File: src/rtl/ysyx_23060124_mem_arbiter_pkg.sv
// Shared encodings for the IFU/LSU data-memory arbiter: FSM states, owner IDs,
// grant bit positions and the default watchdog limit.
package ysyx_23060124_mem_arbiter_pkg;

    typedef enum logic [1:0] {
        ARB_IDLE  = 2'd0,
        ARB_ISSUE = 2'd1,
        ARB_WAIT  = 2'd2,
        ARB_RESP  = 2'd3
    } arb_state_e;

    typedef enum logic {
        OWNER_IFU = 1'b0,
        OWNER_LSU = 1'b1
    } owner_e;

    // Bit positions inside the one-hot grant vector; they match the owner codes.
    localparam int GRANT_IFU = 0;
    localparam int GRANT_LSU = 1;

    localparam int ARB_TIMEOUT_DEFAULT = 255;

    function automatic owner_e grant_to_owner(input logic [1:0] grant);
        return grant[GRANT_LSU] ? OWNER_LSU : OWNER_IFU;
    endfunction

endpackage

File: src/rtl/ysyx_23060124_rr_pick2.sv
// Combinational two-way round-robin picker: a lone requester wins, on contention
// the requester that was not granted last wins. Output is one-hot {lsu, ifu}.
module ysyx_23060124_rr_pick2
    import ysyx_23060124_mem_arbiter_pkg::*;
(
    input  logic       ifu_valid,
    input  logic       lsu_valid,
    input  owner_e     last_grant,
    output logic [1:0] grant
);

    logic [1:0] req;

    assign req = {lsu_valid, ifu_valid};

    for (genvar gi = 0; gi < 2; gi++) begin : g_pick
        assign grant[gi] = req[gi] && (!req[1-gi] || (last_grant != owner_e'(1'(gi))));
    end

endmodule

File: src/rtl/ysyx_23060124_mem_arbiter.sv
// Single-outstanding arbiter sharing one memory port between IFU and LSU.
// Optional watchdog abort is enabled by defining YSYX_23060124_ARB_TIMEOUT_EN.
module ysyx_23060124_mem_arbiter
    import ysyx_23060124_mem_arbiter_pkg::*;
#(
    parameter int ADDR_W         = 32,
    parameter int DATA_W         = 32,
    parameter int TIMEOUT_CYCLES = ARB_TIMEOUT_DEFAULT
) (
    input  logic                clock,
    input  logic                reset,

    input  logic                ifu_req_valid,
    output logic                ifu_req_ready,
    input  logic [ADDR_W-1:0]   ifu_addr,
    output logic                ifu_rsp_valid,
    output logic [DATA_W-1:0]   ifu_rsp_data,
    output logic                ifu_rsp_err,

    input  logic                lsu_req_valid,
    output logic                lsu_req_ready,
    input  logic [ADDR_W-1:0]   lsu_addr,
    input  logic                lsu_wen,
    input  logic [DATA_W-1:0]   lsu_wdata,
    input  logic [DATA_W/8-1:0] lsu_wmask,
    output logic                lsu_rsp_valid,
    output logic [DATA_W-1:0]   lsu_rsp_data,
    output logic                lsu_rsp_err,

    output logic                mem_req_valid,
    input  logic                mem_req_ready,
    output logic [ADDR_W-1:0]   mem_addr,
    output logic                mem_wen,
    output logic [DATA_W-1:0]   mem_wdata,
    output logic [DATA_W/8-1:0] mem_wmask,
    input  logic                mem_rsp_valid,
    input  logic [DATA_W-1:0]   mem_rsp_data,
    input  logic                mem_rsp_err
);

    localparam int MASK_W = DATA_W / 8;

    if (DATA_W != 32) begin : g_bad_data_w
        $error("ysyx_23060124_mem_arbiter: DATA_W must be 32");
    end
    if (TIMEOUT_CYCLES < 1 || TIMEOUT_CYCLES > 255) begin : g_bad_timeout
        $error("ysyx_23060124_mem_arbiter: TIMEOUT_CYCLES must be 1..255");
    end

    arb_state_e state_reg, state_next;
    owner_e     owner_reg;
    owner_e     last_grant_reg;

    logic [ADDR_W-1:0]            addr_reg;
    logic                         wen_reg;
    logic [DATA_W-1:0]            wdata_reg;
    logic [MASK_W-1:0]            wmask_reg;
    logic [1:0][DATA_W-1:0]       rsp_data_reg;
    logic [1:0]                   rsp_err_reg;

    logic [1:0] grant;
    logic       accept;
    logic       rsp_capture;
    logic       timeout_hit;

    ysyx_23060124_rr_pick2 u_pick (
        .ifu_valid  (ifu_req_valid),
        .lsu_valid  (lsu_req_valid),
        .last_grant (last_grant_reg),
        .grant      (grant)
    );

    // Requests are only taken in IDLE and never while reset is held.
    assign accept = (state_reg == ARB_IDLE) && !reset && (grant != 2'b00);

    // A response counts only once the request has been handed to memory.
    assign rsp_capture = mem_rsp_valid &&
                         (((state_reg == ARB_ISSUE) && mem_req_ready) ||
                          (state_reg == ARB_WAIT));

`ifdef YSYX_23060124_ARB_TIMEOUT_EN
    localparam logic [7:0] TIMEOUT_LAST = 8'(TIMEOUT_CYCLES - 1);

    logic [7:0] tmo_cnt_reg;

    always_ff @(posedge clock) begin
        if (reset) begin
            tmo_cnt_reg <= 8'd0;
        end else if (accept) begin
            tmo_cnt_reg <= 8'd0;
        end else if (((state_reg == ARB_ISSUE) || (state_reg == ARB_WAIT)) &&
                     (tmo_cnt_reg != 8'hFF)) begin
            tmo_cnt_reg <= tmo_cnt_reg + 8'd1;
        end
    end

    // Fires on the cycle whose increment would make the counter reach the limit.
    assign timeout_hit = ((state_reg == ARB_ISSUE) || (state_reg == ARB_WAIT)) &&
                         (tmo_cnt_reg == TIMEOUT_LAST) && !rsp_capture;
`else
    assign timeout_hit = 1'b0;
`endif

    always_ff @(posedge clock) begin
        if (reset) begin
            state_reg <= ARB_IDLE;
        end else begin
            state_reg <= state_next;
        end
    end

    always_comb begin
        state_next = state_reg;
        case (state_reg)
            ARB_IDLE: begin
                if (accept) begin
                    state_next = ARB_ISSUE;
                end
            end
            ARB_ISSUE: begin
                if (rsp_capture || timeout_hit) begin
                    state_next = ARB_RESP;
                end else if (mem_req_ready) begin
                    state_next = ARB_WAIT;
                end
            end
            ARB_WAIT: begin
                if (rsp_capture || timeout_hit) begin
                    state_next = ARB_RESP;
                end
            end
            ARB_RESP: begin
                state_next = ARB_IDLE;
            end
            default: begin
                state_next = ARB_IDLE;
            end
        endcase
    end

    always_comb begin
        ifu_req_ready = accept && grant[GRANT_IFU];
        lsu_req_ready = accept && grant[GRANT_LSU];
        mem_req_valid = !reset && (state_reg == ARB_ISSUE);
        ifu_rsp_valid = !reset && (state_reg == ARB_RESP) && (owner_reg == OWNER_IFU);
        lsu_rsp_valid = !reset && (state_reg == ARB_RESP) && (owner_reg == OWNER_LSU);
    end

    always_ff @(posedge clock) begin
        if (reset) begin
            owner_reg      <= OWNER_IFU;
            last_grant_reg <= OWNER_IFU;
            addr_reg       <= '0;
            wen_reg        <= 1'b0;
            wdata_reg      <= '0;
            wmask_reg      <= '0;
            rsp_data_reg   <= '0;
            rsp_err_reg    <= '0;
        end else begin
            if (accept) begin
                owner_reg <= grant_to_owner(grant);
                if (grant[GRANT_LSU]) begin
                    addr_reg  <= lsu_addr;
                    wen_reg   <= lsu_wen;
                    wdata_reg <= lsu_wdata;
                    wmask_reg <= lsu_wmask;
                end else begin
                    addr_reg  <= ifu_addr;
                    wen_reg   <= 1'b0;
                    wdata_reg <= '0;
                    wmask_reg <= '0;
                end
            end
            // Each port keeps its own response so the other side's data never shifts.
            if (rsp_capture) begin
                rsp_data_reg[owner_reg] <= mem_rsp_data;
                rsp_err_reg[owner_reg]  <= mem_rsp_err;
            end else if (timeout_hit) begin
                rsp_data_reg[owner_reg] <= '0;
                rsp_err_reg[owner_reg]  <= 1'b1;
            end
            if (state_reg == ARB_RESP) begin
                last_grant_reg <= owner_reg;
            end
        end
    end

    assign mem_addr     = addr_reg;
    assign mem_wen      = wen_reg;
    assign mem_wdata    = wdata_reg;
    assign mem_wmask    = wmask_reg;
    assign ifu_rsp_data = rsp_data_reg[GRANT_IFU];
    assign ifu_rsp_err  = rsp_err_reg[GRANT_IFU];
    assign lsu_rsp_data = rsp_data_reg[GRANT_LSU];
    assign lsu_rsp_err  = rsp_err_reg[GRANT_LSU];

endmodule

File: config.mk
export PLATFORM = sky130hd
export DESIGN_NAME = ysyx_23060124_mem_arbiter
export DESIGN_NICKNAME = d
export VERILOG_FILES = /design/src/rtl/ysyx_23060124_mem_arbiter_pkg.sv /design/src/rtl/ysyx_23060124_rr_pick2.sv /design/src/rtl/ysyx_23060124_mem_arbiter.sv
export SDC_FILE = /design/constraint.sdc
export NUM_CORES = 1
export LEC_CHECK = 0
export BUFFER_PORTS_ARGS = -buffer_cell sky130_fd_sc_hd__buf_2
export CAP_MARGIN = 0
export CORE_ASPECT_RATIO = 2
export CORE_MARGIN = 3
export CORE_UTILIZATION = 49
export CTS_BUF_LIST = sky130_fd_sc_hd__clkbuf_4
export DETAILED_ROUTE_END_ITERATION = 10
export PLACE_DENSITY = 0.89
export REMOVE_ABC_BUFFERS = 1
export SYNTH_ARGS = -nofsm -noshare
export SYNTH_HDL_FRONTEND = slang
export SYNTH_SLANG_ARGS = --single-unit
export TNS_END_PERCENT = 20
File: constraint.sdc
create_clock -name clock -period 2.2 [get_ports clock]
set_clock_uncertainty 0.2 [all_clocks]
set_input_delay 0.11 -clock clock [delete_from_list [all_inputs] [get_ports clock]]
set_output_delay 0.11 -clock clock [all_outputs]
set_load 0.02 [all_outputs]
# Word level (Yosys, flattened, before mapping)
# Cells that the tools add are included.
dict set report word_totals {
  output_inout_bits 140
  reg_bits 139
  word_cells 58
  inputBits 140
}
dict set report op_classes {
  order_cmp 2
  n_bitwise 2
  n_mux 16
  eq_ne 6
  reduce_logical 22
}
# cell count
set ops {}
lappend ops {{$mux 32} 3}
lappend ops {{$bwmux 64} 1}
lappend ops {{$demux 32 s1} 1}
lappend ops {{$logic_and 1x1->1} 13}
lappend ops {{$mux 2} 4}
lappend ops {{$pmux 2 s4} 1}
lappend ops {{$eq 2x2->1 const B} 2}
lappend ops {{$mux 4} 1}
lappend ops {{$ne 2x2->1 const B} 2}
lappend ops {{$logic_not 1->1} 3}
lappend ops {{$logic_or 1x1->1} 3}
lappend ops {{$mux 1} 3}
lappend ops {{$ne 3x3->1 const B} 1}
lappend ops {{$reduce_and 3->1} 1}
lappend ops {{$bwmux 2} 1}
lappend ops {{$eq 2x1->1 const B} 1}
lappend ops {{$logic_not 2->1} 1}
lappend ops {{$lt 1x2->1 const B} 1}
lappend ops {{$not 1->1} 2}
lappend ops {{$reduce_bool 2->1} 1}
lappend ops {{$demux 1 s1} 1}
lappend ops {{$ge 1x1->1 const B} 1}

# Depth between registers and ports, before layout
# Gate-level depths: netlist of run 1.
dict set report depth {
  depth_word 7
  depth_mapped 7
  depth_no_buf 5
}

# By module
# Synthesis of run 1 repeated with hierarchy kept, for this count alone.
dict set report unflattened {
  cells_unflattened 482
  area_unflattened_um2 5758.0
}
# module area_each_um2 seq_area_each_um2 cells_per_inst n_inst
set by_module_without_submodules {}
lappend by_module_without_submodules {ysyx_23060124_mem_arbiter 5739.3 2782.7 479 1}
lappend by_module_without_submodules {ysyx_23060124_rr_pick2 18.8 0.0 3 1}

# Worst setup path before layout of run 1
# Ideal clock, no wire load.
dict set report synth_timing {
  kind {register to register}
  start {register state_reg[1]}
  end {register rsp_data_reg (netlist bit lsu_rsp_data[10])}
  setup_time_ns 0.072
  period_less_slack_ns 1.711
  path_slack_ns 0.489
  path_stages_with_launch 8
  n_path_buf 2
  required_ns 1.928
  arrival_time_ns 1.439
  path_cell_list {dfxtp_1 -> inv_1 -> ha_1 -> a21oi_1 -> nand3b_1 -> buf_2 -> buf_4 -> mux2i_1}
}
dict set report synth_via {
  elab_chain_cells 4
  word_cells_on_any_way 5
  classes_between {eq/ne (2); reduce/logical (3)}
}
# element line_no
set synth_lines {}
lappend synth_lines {{from (decl)} ysyx_23060124_mem_arbiter.sv:50} ;# arb_state_e state_reg, state_next;
lappend synth_lines {{from (signal assigned)} ysyx_23060124_mem_arbiter.sv:108} ;# state_reg <= state_next;
lappend synth_lines {{$eq 2x1->1} ysyx_23060124_mem_arbiter.sv:78} ;# (((state_reg == ARB_ISSUE) && mem_req_ready) ||
lappend synth_lines {{$logic_and 1x1->1} ysyx_23060124_mem_arbiter.sv:78}
lappend synth_lines {{$logic_or 1x1->1 (*)} ysyx_23060124_mem_arbiter.sv:78}
lappend synth_lines {{$logic_and 1x1->1 (*)} ysyx_23060124_mem_arbiter.sv:77} ;# assign rsp_capture = mem_rsp_valid &&
lappend synth_lines {{to (signal, indexed assignment)} ysyx_23060124_mem_arbiter.sv:176} ;# rsp_data_reg[owner_reg] <= mem_rsp_data;
lappend synth_lines {{to (decl)} ysyx_23060124_mem_arbiter.sv:58} ;# logic [1:0][DATA_W-1:0] rsp_data_reg;
# Every way passes the cells marked *; elsewhere a longest branch is shown, timed or not.
# A chain may end at the register's enable or synchronous reset.

# Final worst setup path of run 1
dict set report layout_timing {
  start {register last_grant_reg}
  end {register addr_reg[4] (netlist: mem_addr[4])}
}
dict set report layout_via {
  elab_chain_cells 5
  word_cells_on_any_way 8
  classes_between {mux (1); bitwise (1); reduce/logical (6)}
}
# element line_no
set layout_lines {}
lappend layout_lines {{from (decl)} ysyx_23060124_mem_arbiter.sv:52} ;# owner_e last_grant_reg;
lappend layout_lines {{from (signal assigned)} ysyx_23060124_mem_arbiter.sv:183} ;# last_grant_reg <= owner_reg;
lappend layout_lines {{$not 1->1} ysyx_23060124_rr_pick2.sv:17} ;# assign grant[gi] = req[gi] && (!req[1-gi] || (last_grant != owner_e'(1'(gi))));
lappend layout_lines {{$logic_or 1x1->1} ysyx_23060124_rr_pick2.sv:17}
lappend layout_lines {{$logic_and 1x1->1} ysyx_23060124_rr_pick2.sv:17}
lappend layout_lines {{$reduce_bool 2->1} ysyx_23060124_mem_arbiter.sv:74} ;# assign accept = (state_reg == ARB_IDLE) && !reset && (grant != 2'b00);
lappend layout_lines {{$logic_and 1x1->1} ysyx_23060124_mem_arbiter.sv:74}
lappend layout_lines {{to (signal assigned)} ysyx_23060124_mem_arbiter.sv:163} ;# addr_reg <= lsu_addr;
lappend layout_lines {{to (signal assigned)} ysyx_23060124_mem_arbiter.sv:168} ;# addr_reg <= ifu_addr;
lappend layout_lines {{to (decl)} ysyx_23060124_mem_arbiter.sv:54} ;# logic [ADDR_W-1:0] addr_reg;
# Several ways; a longest one is shown, not always the timed one.

==> qor.yml, run 1 <==
cpMaxStageDelayCell: "dlygate4sd3_1"
hold_viol: 0
p_seq_share_pct: 41.2
final_common_cell: "buf_2"
wl_per_cell_um: 20.52
cp-start-kind: "flop"
finalSetupViolCount: 1
place_congestion: 0.7686
postRouteAntennaNets: 0
clkTransAtPathRegs_ns: 0.15
grt_pass1_wl_um: 35070
slew_violations: 0
n_fill_cell: 720
start_util_pct: 50.24
synthCells: 598
leakage_nw: 4.513
critPathArrivalTime_ns: 2.43
drt-met1-wl_um: 7814
clkSinkCount: 139
rr_worst_depth: 6
worst_setup_path_end_kind: "flop"
critical_path_class: "flop to flop"
cts_htree_levels: 4
gr-total-overflow: 0
place_area_um2: 7520
timing.final.ws_setup_ns: -0.006860
p_clk_share_pct: 23.5
die-area_um2: 13880
fin_crit_sh_pct: 100.3
p_total_mw: 7.573
numPortBuffers: 279
synth_top_family_by_area: "multiplexers"
hold_class: "primary input to flop"
grt_max_degree: 83
crit_top_cell: "mux2i_1"
die_y_um: 163.7
hpwlAfterDp_um: 11790
seq_area_frac_synth_pct: 45.69
wl_met3_um: 1743
switching_share_pct: 37.26
root_buffer: "clkbuf_4"
fin_tns_setup_ns: -0.006860
cts_inserted_buffers: 17
crit_required_ns: 2.42
fmax_mhz: 453.1
wl_met2_um: 12900
highest_layer: "met4"
tightestPinTransition_ns: 0.5514
combPwrFrac_pct: 35.3
synthAdderAreaFrac_pct: 1.027
syn-cell-area_um2: 6091
vias: 6411
gr-usage-all-layers_pct: 32.21
nNetsFinal: 1154
rows: 57
max_cap_viol_count: 0
status: "complete, but fails checks"
drt-initial-drc-count: 441
core_area_um2: 12120
synth_xor_xnor_area_share_pct: 0
violations: "negative setup slack"
ys_warn_count: 0
drcViolationCount: 0
cts_tree: "done"
synth-seq-cells: 139
drive_above_1_share_pct: 33.07
internal-power_mw: 4.751
p_sw_mw: 2.822
io_pins: 280
clock_latency_ns: 0.52
syn_area_per_cell_um2: 10.19
syn2layout_area_growth_pct: 54.91
min_period_ns: 2.207
min_path_cells: 6
final_cell_mix: "buf_2 (278), dlygate4sd3_1 (150), dfxtp_1 (137), nand2b_1 (136), mux2i_1 (132)"
post-route-util_pct: 77.82
peakVddDrop_mv: 0.5091
clockBufferDepth: 2
via_per_inst: 5.456
slew_headroom_pct: 63.20
synth_compound_area_share_pct: 7.293
synth_mux_area_share_pct: 21.69
first_pass_iters: 7
yosysUniqueCellTypes: 32
path_cells: "a21boi_4, buf_12, buf_6, mux2i_1, dlygate4sd3_1, mux2i_1"
crit_path_max_incr_delay_ns: 0.58
routed_wl_um: 24120
synth-simple-area-share_pct: 18.82
cp_max_fo: 18
first_global_vias: 6794
p_per_area_nw_per_um2: 802.6
antenna_found_initial: 5
final_design_area_no_fill_um2: 9435
die_x_um: 84.84
cells in the mapped netlist:
cell type | count | area (um2)
dfxtp_1 | 139 | 2783
nor3_1 | 1 | 5.000
o21ai_1 | 2 | 10.01
nand3b_1 | 1 | 7.510
a21oi_1 | 39 | 195.2
and3b_1 | 1 | 8.760
o32ai_1 | 1 | 8.760
nand2b_1 | 136 | 850.8
buf_8 | 3 | 45.04
nand2b_4 | 1 | 13.76
buf_2 | 8 | 40.04
nand3_1 | 37 | 185.2
nor2_1 | 2 | 7.510
a21boi_2 | 1 | 11.26
o21ai_0 | 35 | 175.2
clkbuf_2 | 4 | 20.02
nor3b_1 | 3 | 22.52
o21bai_4 | 1 | 18.77
clkbuf_4 | 1 | 7.510
inv_1 | 2 | 7.510
nor2b_1 | 3 | 18.77
ha_1 | 5 | 62.56
a211o_1 | 1 | 8.760
buf_4 | 12 | 90.09
buf_1 | 1 | 3.750
and2_1 | 1 | 6.260
nor2_8 | 1 | 20.02
o21bai_1 | 1 | 7.510
buf_6 | 5 | 56.30
clkbuf_1 | 17 | 63.81
a221oi_1 | 1 | 8.760
mux2i_1 | 132 | 1321
cell type report:
| class | instances | area [um2] | share of cell area (%) |
|---|---|---|---|
| repair buffers | 443 | 3126 | 33.13 |
| multi-input cells | 406 | 3013 | 31.93 |
| flip-flops and latches | 139 | 2785 | 29.52 |
| well taps | 147 | 183.9 | 1.949 |
| clock inverters | 15 | 177.7 | 1.883 |
| clock buffers | 17 | 127.6 | 1.353 |
| diodes | 6 | 15.01 | 0.1591 |
| inverters | 2 | 7.507 | 0.07957 |
timing repair:
item                                   in CTS  in global routing
cloned                                      0                  3
pin swaps                                   0                  1
buffers inserted                            1                  1
hold buffers                              150                  0
resized for setup                           3                  7
setup endpoints to repair                   2                 22
endpoints found under the hold margin     137                  0
power by group through the flow:
stage	Sequential, mW	Combinational, mW	Clock (mW)
after floorplan	3.53	0.981	0
after global placement	3.11	2.18	0
after detailed placement	3.12	2.23	0
after CTS	3.07	2.52	1.80
after global routing	3.15	2.82	1.90
final	3.12	2.68	1.78
per-stage QoR:
step	worst slack [ns]	hold WS, ns	std cells
6_report	-0.006860	0.1774	1175
5_1_grt	-0.03601	0.1188	1174
4_1_cts	0.008233	0.03030	1165
3_5_place_dp	0.2946	0.1741	982
3_3_place_gp	0.3688	0.1659	982
2_1_floorplan	-2.630	-0.02093	547
critical path: cells and delay by family (launching register included):
family | cells | cell delay [ns]
flops | 1 | 0.37
compound gates | 1 | 0.20
mux | 2 | 0.31
buf+inv | 3 | 1.00
cells by family (layout without fill, tap and decap cells):
group           Yosys count  count (layout)
mux                     132             132
other cells               0               6
fa+ha+maj                 5               5
buf+inv                  53             477
simple gates            187             187
compound gates           82              82
flops                   139             139
routing by layer:
layer | track usage (%) | vias to the layer above
met3 | 7.622 | 143
li1 | - | 2870
met4 | 21.25 | 0
met5 | 0 | -
met2 | 58.49 | 426
met1 | 31.81 | 2972
path summary, 6_finish.rpt:
| check | slack (ns) | to | start |
|---|---|---|---|
| worst max-delay path | -0.007 | mem_addr[4] | last_grant_reg |
| worst min register to register | 0.28 | lsu_rsp_data[1] | lsu_rsp_data[1] |
| worst min-delay path | 0.18 | mem_wdata[18] | ifu_req_valid |
| worst max register to register | -0.007 | mem_addr[4] | last_grant_reg |
Power figures use the tool's default switching activity.
==> run 2, diff against run 1 <==
--- a/config.mk
+++ b/config.mk
@@ -9,10 +9,10 @@
 export CAP_MARGIN = 0
 export CORE_ASPECT_RATIO = 2
 export CORE_MARGIN = 3
-export CORE_UTILIZATION = 49
+export CORE_UTILIZATION = 44
 export CTS_BUF_LIST = sky130_fd_sc_hd__clkbuf_4
 export DETAILED_ROUTE_END_ITERATION = 10
-export PLACE_DENSITY = 0.89
+export PLACE_DENSITY = 0.85
 export REMOVE_ABC_BUFFERS = 1
 export SYNTH_ARGS = -nofsm -noshare
 export SYNTH_HDL_FRONTEND = slang
==> constraint.sdc (replaced) <==
create_clock -name clock -period 2 [get_ports clock]
set_clock_uncertainty 0.2 [all_clocks]
set_input_delay 0.1 -clock clock [delete_from_list [all_inputs] [get_ports clock]]
set_output_delay 0.1 -clock clock [all_outputs]
set_load 0.02 [all_outputs]
==> run 2 against run 1 <==
  * The flow still finishes with violations (negative setup slack)
  * Clock power grew 11%
  * Maximum frequency is 8.9% higher
  * Core utilization decreased by 7.4 points
  * Critical path type unchanged
  * Largest power group unchanged
==> qor.yml, run 2 (synthesized netlist as in run 1, its figures left out) <==
gr-total-overflow: 0
placed_cells: 997
routed_wl_um: 22850
cp-start-kind: "flop"
start_util_pct: 45.07
min_period_ns: 2.026
slew_violations: 0
fmax_mhz: 493.5
seq_area_um2: 2789
pre_cts_slack_ns: 0.1209
clkSinkCount: 139
drt-initial-drc-count: 401
nNetsFinal: 1156
critPathArrivalTime_ns: 2.23
r2r-end: "mem_addr[26]"
hpwlAfterDp_um: 11840
setup.worst_path.start: "last_grant_reg"
n_fill_cell: 893
core_area_um2: 13510
clock_latency_ns: 0.50
wl_per_cell_um: 19.38
die-area_um2: 15380
first_global_vias: 6472
fin_crit_sh_pct: 101.3
die_y_um: 172.4
rsz0062_at_grt: "yes"
numPortBuffers: 279
leakage_nw: 4.566
multi_input_area_um2: 3035
p_per_area_nw_per_um2: 887.7
reg2reg_from: "last_grant_reg"
slew_headroom_pct: 56.82
rr_worst_depth: 5
grt_pass1_wl_um: 33510
cts_tree: "done"
tightestPinTransition_ns: 0.6477
antenna_found_initial: 1
die_x_um: 89.20
clockBufferDepth: 2
peakVddDrop_mv: 0.6200
io_pins: 280
finalSetupViolCount: 1
ff2ff_setup_slack_ns: -0.03
rows: 60
timing.final.ws_setup_ns: -0.02626
grt_max_degree: 92
first_pass_iters: 5
root_buffer: "clkbuf_4"
clkTransAtPathRegs_ns: 0.16
place_congestion: 0.7848
via_per_inst: 5.349
hold_viol: 0
hold_class: "primary input to flop"
final_cell_mix: "buf_2 (276), dlygate4sd3_1 (142), nand2b_1 (136), dfxtp_1 (136), mux2i_1 (131)"
syn2layout_area_growth_pct: 56.18
max_cap_viol_count: 0
critical_path_class: "flop to flop"
vias: 6307
postRouteAntennaNets: 0
fin_cells: 1179
worst_setup_path_end_kind: "flop"
drive_above_1_share_pct: 34.31
cts_inserted_buffers: 17
cts_htree_levels: 4
cp_max_fo: 5
status: "complete, but fails checks"
holdWs_ns: 0.1579
drcViolationCount: 0
gr-usage-all-layers_pct: 28.99
violations: "negative setup slack"
final_common_cell: "buf_2"
crit_end: "mem_addr[26]"
crit_required_ns: 2.20
-- run 2: worst min path at each step --
stage | start | to | slack [ns] | cells past startpoint
2_1_floorplan | reset | mem_wdata[0] | -0.03 | 1
3_3_place_gp | lsu_wdata[29] | mem_wdata[29] | 0.16 | 3
3_5_place_dp | lsu_wdata[10] | mem_wdata[10] | 0.16 | 3
4_1_cts | lsu_wdata[31] | mem_wdata[31] | 0.11 | 4
5_1_grt | lsu_wdata[19] | mem_wdata[19] | 0.14 | 4
6_report | lsu_wdata[31] | mem_wdata[31] | 0.16 | 4
-- run 2: cell type report --
class / count / area share, %
Sequential cell: 139 / 29.32
Tap cell: 155 / 2.039
Timing Repair Buffer: 445 / 33.39
Inverter: 2 / 0.1315
Multi-Input combinational cell: 406 / 31.91
Clock buffer: 18 / 1.420
Clock inverter: 13 / 1.762
Antenna cell: 1 / 0.02631
-- run 2: timing repair --
item	4_1_cts	5_1_grt
gates resized for setup	13	13
buffers inserted	3	1
endpoints found under the hold margin	139	1
gates cloned	3	0
setup endpoints to repair	2	13
hold buffers	142	1
pin swaps	2	0
-- run 2: routing by layer --
metal  track usage [%]  wire [um]  up-vias
met5                 0          0        -
met4             21.65       1572        0
met3             10.25       1649      148
met2             47.80      11830      421
met1             29.11       7793     2863
li1                  -          -     2875
-- run 2: per-stage QoR --
step	power (mW)	TNS (ns)	util (%)	area [um2]
floorplan	4.960	-189.63	-	5764
CTS	8.284	0	69.96	9454
global route	8.798	-0.1964	70.40	9513
detailed placement	5.911	0	56.02	7570
global placement	5.860	0	56.02	7570
finish	8.444	-0.02626	70.40	9513
-- run 2: power breakdown --
group / switching (mW) / internal [mW]
clock: 1.09 / 0.888
combinational: 1.68 / 1.36
sequential: 0.250 / 3.17
-- run 2: worst max-delay path, stage by stage, from the launching register on --
cell           delay, ns
dfxtp_2             0.36
a21boi_4            0.19
buf_4               0.22
mux2i_2             0.27
dlygate4sd3_1       0.60
mux2i_1             0.08
==> run 3, diff against run 2 <==
==> constraint.sdc (replaced) <==
create_clock -name clock -period 2 [get_ports clock]
set_clock_uncertainty 0.2 [all_clocks]
set_input_delay 0.1 -clock clock [delete_from_list [all_inputs] [get_ports clock]]
set_output_delay 0.1 -clock clock [all_outputs]
set_load 0.01 [all_outputs]
==> run 3 against run 2 <==
  * The run still ends with negative setup slack left
  * Wire length is 1.5% higher
  * Sequential share of layout area decreased by 0.12 points
  * Hold slack got worse by 0.022 ns
  * Clock power fell by 6%
  * Count of clock-buffer cells in the layout decreased by 1
  * Final area up 0.50%
  * Power is 4.0% lower
  * Sequential power is essentially flat
  * First-iteration DRC count is 6.5% lower
  * Cell count is 0.59% higher
  * Highest routed layer is now met5
==> qor.yml, run 3 (synthesized netlist as in run 1, its figures left out) <==
p_per_area_nw_per_um2: 848.0
critical_path_class: "flop to flop"
max_cap_viol_count: 0
clockBufferDepth: 2
core_area_um2: 13510
min_period_ns: 2.069
antenna_found_initial: 5
timing.final.ws_setup_ns: -0.06877
rsz0062_at_grt: "yes"
via_per_inst: 5.431
hpwlAfterDp_um: 12040
clkTransAtPathRegs_ns: 0.16
combPwrFrac_pct: 34.9
place_congestion: 0.7996
slew_headroom_pct: 54.20
start_util_pct: 45.07
crit_required_ns: 2.16
die_x_um: 89.20
seq_area_um2: 2791
n_fill_cell: 904
worst_setup_path_end_kind: "flop"
multi_input_area_um2: 3048
first_global_vias: 6472
first_pass_iters: 6
clkSinkCount: 139
final_common_cell: "buf_2"
grt_pass1_wl_um: 32950
p_sw_mw: 2.873
drcViolationCount: 0
cp_max_fo: 19
peakVddDrop_mv: 0.4264
drive_above_1_share_pct: 35.15
routed_wl_um: 23190
hold_viol: 0
die_y_um: 172.4
pre_cts_slack_ns: 0.1073
postRouteAntennaNets: 0
nNetsFinal: 1162
leakage_nw: 4.589
critPathArrivalTime_ns: 2.23
p_seq_share_pct: 42.2
cts_tree: "done"
wl_per_cell_um: 19.55
crit_path_max_incr_delay_ns: 0.55
cts_htree_levels: 4
cts_inserted_buffers: 17
post-route-util_pct: 70.75
cp-start-kind: "flop"
p_clk_share_pct: 22.9
fin_crit_sh_pct: 103.4
vias: 6441
cpMaxStageDelayCell: "o21ai_0"
root_buffer: "clkbuf_4"
syn2layout_area_growth_pct: 56.96
switching_share_pct: 35.44
internal-power_mw: 5.234
gr-total-overflow: 0
slew_violations: 0
grt_max_degree: 91
tightestPinTransition_ns: 0.6798
violations: "negative setup slack"
final_cell_mix: "buf_2 (278), dlygate4sd3_1 (140), nand2b_1 (136), dfxtp_1 (136), mux2i_1 (131)"
fmax_mhz: 483.4
rows: 60
finalSetupViolCount: 3
status: "complete, but fails checks"
drt-initial-drc-count: 375
path_cells: "inv_4, ha_4, nand2b_4, buf_12, o21ai_0, a21oi_1"
gr-usage-all-layers_pct: 28.06
io_pins: 280
clock_latency_ns: 0.53
die-area_um2: 15380
hold_class: "primary input to flop"
numPortBuffers: 279
==> run 3: cell count changes in the layout (fill, tap and decap cells not counted), sizes merged <==
cell / change
inv: +5
buf: +8
clkinv: -3
bufbuf: -1
bufinv: -2
dlygate4sd3: -2
clkinvlp: +2
==> run 3: power by group through the flow <==
stage	clock network [mW]	logic [mW]	registers, mW
after global routing	2.00	3.00	3.47
after floorplan	0	1.07	3.60
final	1.86	2.83	3.42
after global placement	0	2.15	3.42
after CTS	1.90	2.61	3.38
after detailed placement	0	2.20	3.44
==> run 3: final timing paths <==
| path | cells past startpoint | startpoint | to | slack, ns |
|---|---|---|---|---|
| hold reg to reg | 2 | ifu_rsp_data[18] | ifu_rsp_data[18] | 0.28 |
| setup reg to reg | 6 | state_reg[0] | mem_wdata[19] | -0.07 |
| setup / recovery | 6 | state_reg[0] | mem_wdata[19] | -0.07 |
| hold / removal | 4 | lsu_wdata[8] | mem_wdata[8] | 0.14 |
==> run 3: critical path: cells and delay by family, from the launching register on <==
family | cells | cell delay, ns
AOI/OAI and AO/OA | 2 | 0.86
adders and majority gates | 1 | 0.15
buffers and inverters | 2 | 0.23
DFF | 1 | 0.38
and+or+nand+nor | 1 | 0.07
==> run 3: per-layer routing <==
metal	vias up	global-route usage, %	routed length (um)
met5	-	0	45
met4	6	18.60	1658
met3	155	9.776	1885
met2	441	47.80	11720
met1	2954	27.92	7884
li1	2885	-	-
==> run 3: through the flow <==
step                area [um2]   TNS [ns]  hold WS (ns)  total power, mW  cells
global placement          7580          0        0.1580            5.575    995
global route              9560    -0.3079        0.1306            8.467   1186
CTS                       9395  -0.009717       0.08653            7.883   1173
floorplan                 5764    -189.31      -0.03093            4.670    547
detailed placement        7580          0        0.1617            5.635    995
finish                    9560    -0.1349        0.1363            8.107   1186
==> run 3: area by class of cell <==
cell class / count / share of cell area (%)
timing repair buffer: 451 / 33.78
multi-input combinational: 406 / 31.88
sequential: 139 / 29.20
tap: 155 / 2.029
clock inverter: 15 / 1.623
clock buffer: 17 / 1.335
inverter: 2 / 0.1309
antenna: 1 / 0.02617
==> run 3: timing repair <==
item / in CTS / in global routing
endpoints found under the setup margin: 2 / 24
hold buffers: 140 / 1
endpoints found under the hold margin: 139 / 1
cloned: 2 / 1
pin swaps: 1 / 2
resized for setup: 13 / 13
buffers inserted: 4 / 10
